## src/rtl/axi_wdata_sfifo.sv

```systemverilog
// ----------------------------------------------------------------------------
// axi_wdata_sfifo
//   AXI write-data upsizing FIFO. Narrow W beats (S_WTH) are packed into wide
//   words (M_WTH). The start lane of a burst comes from the AW address offset.
//   Byte strobes and the burst-last marker travel with each wide word.
//   Read side is show-ahead.
//
// Ports
//   clk, rstn                   clock, asynchronous active-low reset
//   wen/wdata/wstrb/wlast       narrow beat in (accepted when !full)
//   awaddr_offset               start lane of a burst
//   saddr_init_flag             beat is the first of a burst (lane := offset)
//   full, almost_full           count == DEPTH, count >= DEPTH-1
//   ren                         pop head word (ignored when empty)
//   rdata/rstrb/rlast           head word, zero when empty
//   empty, almost_empty         count == 0, count <= 1
// ----------------------------------------------------------------------------
module axi_wdata_sfifo #(
   parameter int unsigned S_WTH = 32,
   parameter int unsigned M_WTH = 64,
   parameter int unsigned DEPTH = 4
) (
   input  logic                            clk,
   input  logic                            rstn,
   input  logic                            wen,
   input  logic [S_WTH-1:0]                wdata,
   input  logic [S_WTH/8-1:0]              wstrb,
   input  logic                            wlast,
   input  logic [$clog2(M_WTH/S_WTH)-1:0]  awaddr_offset,
   input  logic                            saddr_init_flag,
   output logic                            full,
   output logic                            almost_full,
   input  logic                            ren,
   output logic [M_WTH-1:0]                rdata,
   output logic [M_WTH/8-1:0]              rstrb,
   output logic                            rlast,
   output logic                            empty,
   output logic                            almost_empty
);

   localparam int unsigned RATIO  = M_WTH / S_WTH;
   localparam int unsigned LANE_W = $clog2(RATIO);
   localparam int unsigned SB_W   = S_WTH / 8;
   localparam int unsigned MB_W   = M_WTH / 8;
   localparam int unsigned PTR_W  = (DEPTH > 1) ? $clog2(DEPTH) : 1;
   localparam int unsigned CNT_W  = $clog2(DEPTH + 1);

   logic [LANE_W-1:0] lane_q, lane_d, cur_lane;
   logic [M_WTH-1:0]  pack_data_q, pack_data_d, word_data;
   logic [MB_W-1:0]   pack_strb_q, pack_strb_d, word_strb;
   logic [PTR_W-1:0]  waddr_q, waddr_d, raddr_q, raddr_d;
   logic [CNT_W-1:0]  count_q, count_d;
   logic              accept, commit, pop;

   logic [M_WTH-1:0]  mem_data_q [DEPTH];
   logic [MB_W-1:0]   mem_strb_q [DEPTH];
   logic              mem_last_q [DEPTH];

   // Occupancy flags straight from the registered count
   assign full         = (count_q == CNT_W'(DEPTH));
   assign almost_full  = (count_q >= CNT_W'(DEPTH - 1));
   assign empty        = (count_q == '0);
   assign almost_empty = (count_q <= CNT_W'(1));

   assign accept   = wen && !full;
   assign pop      = ren && !empty;
   assign cur_lane = saddr_init_flag ? awaddr_offset : lane_q;
   assign commit   = accept && ((cur_lane == LANE_W'(RATIO - 1)) || wlast);

   // Pack register merged with the current beat: the word that a commit stores
   always_comb begin
      word_data = pack_data_q;
      word_strb = pack_strb_q;
      word_data[cur_lane*S_WTH +: S_WTH] = wdata;
      word_strb[cur_lane*SB_W +: SB_W]   = wstrb;
   end

   // Next-state for lane, pack register, pointers and count
   always_comb begin
      lane_d      = lane_q;
      pack_data_d = pack_data_q;
      pack_strb_d = pack_strb_q;
      waddr_d     = waddr_q;
      raddr_d     = raddr_q;
      count_d     = count_q;

      if (accept) begin
         if (commit) begin
            lane_d      = '0;
            pack_data_d = '0;
            pack_strb_d = '0;
            waddr_d     = (waddr_q == PTR_W'(DEPTH - 1)) ? '0 : waddr_q + PTR_W'(1);
         end else begin
            lane_d      = cur_lane + LANE_W'(1);
            pack_data_d = word_data;
            pack_strb_d = word_strb;
         end
      end

      if (pop) begin
         raddr_d = (raddr_q == PTR_W'(DEPTH - 1)) ? '0 : raddr_q + PTR_W'(1);
      end

      case ({commit, pop})
         2'b10:   count_d = count_q + CNT_W'(1);
         2'b01:   count_d = count_q - CNT_W'(1);
         default: count_d = count_q;
      endcase
   end

   // Control state register
   always_ff @(posedge clk or negedge rstn) begin
      if (!rstn) begin
         lane_q      <= '0;
         pack_data_q <= '0;
         pack_strb_q <= '0;
         waddr_q     <= '0;
         raddr_q     <= '0;
         count_q     <= '0;
      end else begin
         lane_q      <= lane_d;
         pack_data_q <= pack_data_d;
         pack_strb_q <= pack_strb_d;
         waddr_q     <= waddr_d;
         raddr_q     <= raddr_d;
         count_q     <= count_d;
      end
   end

   // Storage array; contents are only visible through a valid count, so no reset
   always_ff @(posedge clk) begin
      if (commit) begin
         mem_data_q[waddr_q] <= word_data;
         mem_strb_q[waddr_q] <= word_strb;
         mem_last_q[waddr_q] <= wlast;
      end
   end

   // Show-ahead read, zeroed while empty
   assign rdata = empty ? '0   : mem_data_q[raddr_q];
   assign rstrb = empty ? '0   : mem_strb_q[raddr_q];
   assign rlast = empty ? 1'b0 : mem_last_q[raddr_q];

endmodule

```

## config.mk

```make
export PLATFORM = sky130hd
export DESIGN_NAME = axi_wdata_sfifo
export DESIGN_NICKNAME = d
export VERILOG_FILES = /design/src/rtl/axi_wdata_sfifo.sv
export SDC_FILE = /design/constraint.sdc
export NUM_CORES = 1
export LEC_CHECK = 0
export ABC_AREA = 1
export CAP_MARGIN = 20
export CORE_MARGIN = 2
export CORE_UTILIZATION = 45
export CTS_BUF_LIST = sky130_fd_sc_hd__clkbuf_4
export DETAILED_ROUTE_END_ITERATION = 8
export PLACE_DENSITY = 0.61
export SLEW_MARGIN = 20
export SYNTH_ARGS = -nofsm -noshare
export SYNTH_HDL_FRONTEND = slang
export SYNTH_SLANG_ARGS = --single-unit
```

## constraint.sdc

```tcl
create_clock -name clk -period 9.78 [get_ports clk]
set_clock_uncertainty 0.2 [all_clocks]
set_input_delay 1.467 -clock clk [delete_from_list [all_inputs] [get_ports clk]]
set_output_delay 1.467 -clock clk [all_outputs]
set_load 0.01 [all_outputs]
```

# Yosys cells after proc, flatten, opt, wreduce, memory -nomap -nowiden
# Memory sizes are Yosys's and may differ from the RTL's.
# Index checks and enable logic that the tools add are counted.
[word_totals]
word_cells = 50
in_bits = 43
out_inout_bits = 77
mem_bits_rw = 292
memories = 3
reg_bits = 80
[memory_table]
columns = ["name", "depth", "word_bits", "read_ports", "rd_ports_with_merged_regs", "wr", "line", "text"]
rows = [
  ["mem_data_q", 4, 64, 1, 0, 1, "55", "logic [M_WTH-1:0] mem_data_q [DEPTH];"],
  ["mem_strb_q", 4, 8, 1, 0, 1, "56", "logic [MB_W-1:0] mem_strb_q [DEPTH];"],
  ["mem_last_q", 4, 1, 1, 0, 1, "57", "logic mem_last_q [DEPTH];"],
]
[op_classes]
n_eq_ne = 5
shift = 4
muxes = 14
n_reduce_logical = 9
n_addsub = 7
n_lt_le_gt_ge = 2
[ops]
columns = ["cell", "count"]
rows = [
  ["2-to-1 mux 64 bit", 2],
  ["bitwise mux 64 bit", 1],
  ["variable shift 32 x 34 -> 64 bit (first input constant)", 1],
  ["indexed part select 32 x 34 -> 64 bit", 1],
  ["negator 3 -> 34 bit", 1],
  ["negator 6 -> 34 bit", 1],
  ["variable shift 4 x 34 -> 8 bit (first input constant)", 1],
  ["indexed part select 4 x 34 -> 8 bit", 1],
  ["2-to-1 mux 8 bit", 2],
  ["bitwise mux 8 bit", 1],
  ["equality test 2 bit (second input constant)", 3],
  ["case mux 3 bit (2 select lines)", 1],
  ["2-to-1 mux 1 bit", 5],
  ["adder 2 x 1 -> 2 bit (second input constant)", 2],
  ["2-to-1 mux 2 bit", 2],
  ["adder 3 x 1 -> 3 bit (second input constant)", 1],
  ["equality test 3 bit (second input constant)", 1],
  ["greater-or-equal comparator 3 x 2 -> 1 bit (second input constant)", 1],
  ["<= comparator 3 x 1 -> 1 bit (second input constant)", 1],
  ["logical AND 1 bit", 3],
  ["zero test 3 bit", 1],
  ["subtractor 3 x 1 -> 3 bit (second input constant)", 1],
  ["equality test 2 x 1 -> 1 bit (second input constant)", 1],
  ["zero test 1 bit", 2],
  ["4 further kinds", 4],
]

# Longest topological paths before layout
[logic_depth]
ltp_word = 6
depth_mapped = 13
depth_no_buf = 13

# Worst setup path before layout
# Ideal clock, no wire load.
[synth_timing]
path_kind = "input-to-reg"
startpoint = "input saddr_init_flag"
endpoint = "memory mem_data_q[0][0], enable pin"
arrival_ps = 5024
n_path_buf = 0
stages = 4
required_ps = 9075
setup_slack_ps = 4051
setup_time_ps = 505
cell_sequence = "nand2_1 > nand3_4 > nand2_1 > nor2_1"
[synth_between]
elab_chain_len = 5
[synth_rtl]
columns = ["item", "line", "text"]
rows = [
  ["start, declared", "30", "input logic saddr_init_flag,"],
  ["2-to-1 mux 1 bit", "67", "assign cur_lane = saddr_init_flag ? awaddr_offset : lane_q;"],
  ["logical OR 1 bit", "68", "assign commit = accept && ((cur_lane == LANE_W'(RATIO - 1)) || wlast);"],
  ["logical AND 1 bit", "68", ""],
  ["2-to-1 mux 1 bit", "132", "if (commit) begin"],
  ["2-to-1 mux 1 bit (not written as such)", "133", "mem_data_q[waddr_q] <= word_data;"],
  ["end, declared", "55", ""],
]
# Every way passes these cells.

# Final worst setup path
[layout_timing]
startpoint = "register raddr_q[0]"
endpoint = "output rdata[31]"
[layout_between]
elab_chain_len = 2
[layout_rtl]
columns = ["item", "line", "text"]
rows = [
  ["start, declared", "51", "logic [PTR_W-1:0] waddr_q, waddr_d, raddr_q, raddr_d;"],
  ["start signal, assigned", "125", "raddr_q <= raddr_d;"],
  ["memory (4 x 64 bit)", "--", ""],
  ["2-to-1 mux 64 bit", "140", "assign rdata = empty ? '0 : mem_data_q[raddr_q];"],
  ["end, declared", "34", "output logic [M_WTH-1:0] rdata,"],
]
# Every way passes these cells.

==> reports/metrics.cfg <==
[drt]
routedWlPerCell_microns = 16.7
vias_per_cell = 5.06
ant_nets = 0
drtIter0Drc = 838
finalWirelength_microns = 39800
route.detailed.drc = 0
first_pass_iters = 5
vias = 12000

[cts]
ctsLongestPathBuffers = 3
cts_resized = 0
cts_sinks = 372
cts_buffers = 95
cts_tree = done
postCtsSetupBuffers = 0
cts_hold_buf = 0
ctsRootBufferMaster = clkbuf_4
clk_pin_slew_ns = 0.07
clk_latency_ns = 0.75
htreeDepth = 3

[synthesis]
avgSynthCellArea_sq_um = 9.61
yosysSeqAreaShare_pct = 65.6
synth_cell_type_count = 19
synth-seq-cells = 372
synth_warnings = 0
synth_nets = 1764
synthCells = 1710
syn_area_sq_um = 16400

[sta]
fin_setup_tns_ns = 0
slew_headroom_pct = 28.5
fmax_ghz = 0.165
fin_crit_sh_pct = 61.9
drv_slew = 0
rsz0062_at_grt = false
finalSetupViolCount = 0
finalHoldViolCount = 0
fin_crit_ns = 6.05
worstMarginPinSlew_ns = 1.07

[placed_design]
postPlaceCellArea_sq_um = 17900
numPortBuffers = 119
routabilityCongestion = 0.738
hpwl_microns = 21600

[cells_and_area]
nets = 1893
regArea_sq_um = 10800
num-fill-cells = 3220
multi_input_area_sq_um = 4600
area.growth.synth_to_final_pct = 16.6
fin_util_pct = 53.6
drive_above_1_share_pct = 9.70
postLayoutCellArea_sq_um = 19200

[setup_path]
crit_fanout = 82
r2r_cells = 8
arrival_ns = 4.38
crit_type = flop to output port
r2r_slack_ns = 5.73
r2r_start = count_q[1]$_DFFE_PN0P_
start_kind = flop
endpoint_kind = output port
crit_required_ns = 8.11
reg2reg_to = mem_data_q[2][57]$_DFFE_PP_

[global_route]
grt_max_degree = 83
grt_pass1_vias = 12000
antenna_found_initial = 1
track_usage_pct = 21.1
grt_pass1_wl_microns = 63500
grt_overflow_total = 0

[floorplanning]
core_sq_um = 35700
ios = 120
dieArea_sq_um = 38100
rows = 69
die_x_microns = 195
die_y_microns = 195
start_util_pct = 46.0

[hold_path]
hold_depth = 2
hold_path.class = flop to flop
min-delay-start = pack_data_q[16]$_DFFE_PN0P_
hold_end = pack_data_q[16]$_DFFE_PN0P_

[pwr]
p_leak_nw = 8.67
ir_drop_uv = 295
power_mw = 5.69
power_density_nw_per_um2 = 297

[run]
maxCapViolCount = 0

[run_status]
status = completed

[worst max path at each step]
stage	from	to	slack (ns)	cells after the start
final	raddr_q[0]$_DFFE_PN0N_	rdata[31]	3.73	7
after global routing	raddr_q[0]$_DFFE_PN0N_	rdata[29]	3.46	7
after CTS	raddr_q[0]$_DFFE_PN0N_	rdata[31]	3.70	7
after detailed placement	saddr_init_flag	mem_data_q[2][44]$_DFFE_PP_	4.40	6
after global placement	saddr_init_flag	mem_data_q[2][49]$_DFFE_PP_	4.48	6
after floorplan	saddr_init_flag	mem_data_q[0][0]$_DFFE_PP_	4.05	4
[synth_stat cells (all sizes together)]
library cell / instances / area share [%]
clkbuf: 28 / 0.64
xnor2: 2 / 0.11
o21ai: 6 / 0.18
buf: 71 / 2.4
inv: 168 / 3.8
dfrtp: 80 / 12
nand3: 221 / 6.8
nand2: 746 / 17
nor2: 11 / 0.35
ha: 11 / 0.84
a21oi: 74 / 2.3
edfxtp: 292 / 53
[power by group]
part	internal (mW)	leakage (nW)	switching [mW]
registers	2.07	3.76	0.205
logic	0.824	4.17	1.26
clock network	0.701	0.743	0.623
total	3.60	8.67	2.09
[registers in the layout, summed over array words and instances (netlist names)]
| name | cells |
|---|---|
| lane_q | 1 |
| waddr_q | 2 |
| raddr_q | 2 |
| mem_last_q | 4 |
| count_q | 3 |
| pack_data_q | 64 |
| mem_strb_q | 32 |
| pack_strb_q | 8 |
| mem_data_q | 256 |
[routing by layer]
layer | up-vias | GRT usage (%) | share of wire, %
li1 | 5850 | - | -
met1 | 5774 | 27.6 | 44
met2 | 359 | 35.0 | 48
met3 | 58 | 4.72 | 6.2
met4 | 0 | 7.18 | 1.7
met5 | - | 0 | 0
[metrics by stage]
stage,hold slack (ns),cells,setup slack (ns)
floorplan,0.250,1710,4.05
global placement,0.262,2201,4.48
detailed placement,0.266,2202,4.40
CTS,0.281,2377,3.70
global route,0.291,2380,3.46
finish,0.280,2380,3.73
[cells by family after synthesis]
kind of cell    Yosys count  share of synthesized area (%)
compound gates           80                           2.44
flops                   372                           65.6
buf+inv                 267                           6.83
xor+xnor                  2                          0.107
fa+ha+maj                11                          0.838
simple gates            978                           24.2
[worst max-delay path, stage by stage, from the launching register on]
cell	delay, ns
dfrtp_4	0.83
inv_4	0.70
buf_4	0.85
nand2_1	0.11
nand2_1	0.10
nand2_1	0.05
a21oi_1	0.29
clkdlybuf4s50_1	0.60
[cell type report]
| class | count | area share, % |
|---|---|---|
| timing repair buffer | 131 | 6.90 |
| tap | 461 | 3.01 |
| multi-input combinational | 1071 | 24.0 |
| antenna | 2 | 0.0261 |
| clock inverter | 31 | 0.823 |
| clock buffer | 144 | 5.64 |
| sequential | 372 | 56.3 |
| inverter | 168 | 3.31 |
[cells in the final DEF, fill, tap and decap left out]
cell type        synthesis  routed
nor2_1                  10       5
nand3_4                  1       1
nand3_1                220     220
nor2_8                   1       1
inv_2                    1       4
inv_1                  167     165
buf_6                    7       1
dfrtp_1                 80      78
buf_16                   0       2
clkinv_1                 0      19
buf_4                    1      10
a21oi_1                 74      74
nand2_4                  0       4
o21ai_0                  6       6
clkdlybuf4s50_1          0     118
clkbuf_4                 0     144
dfrtp_4                  0       2
inv_4                    0       1
bufinv_16                0       1
nor2_4                   0       5
clkinvlp_4               0       2
ha_1                    11      11
nand2_2                  2       1
edfxtp_1               292     292
nand2_1                744     741
clkinv_2                 0       7
xnor2_1                  2       2
diode_2                  0       2
(Power assumes the default switching activity.)
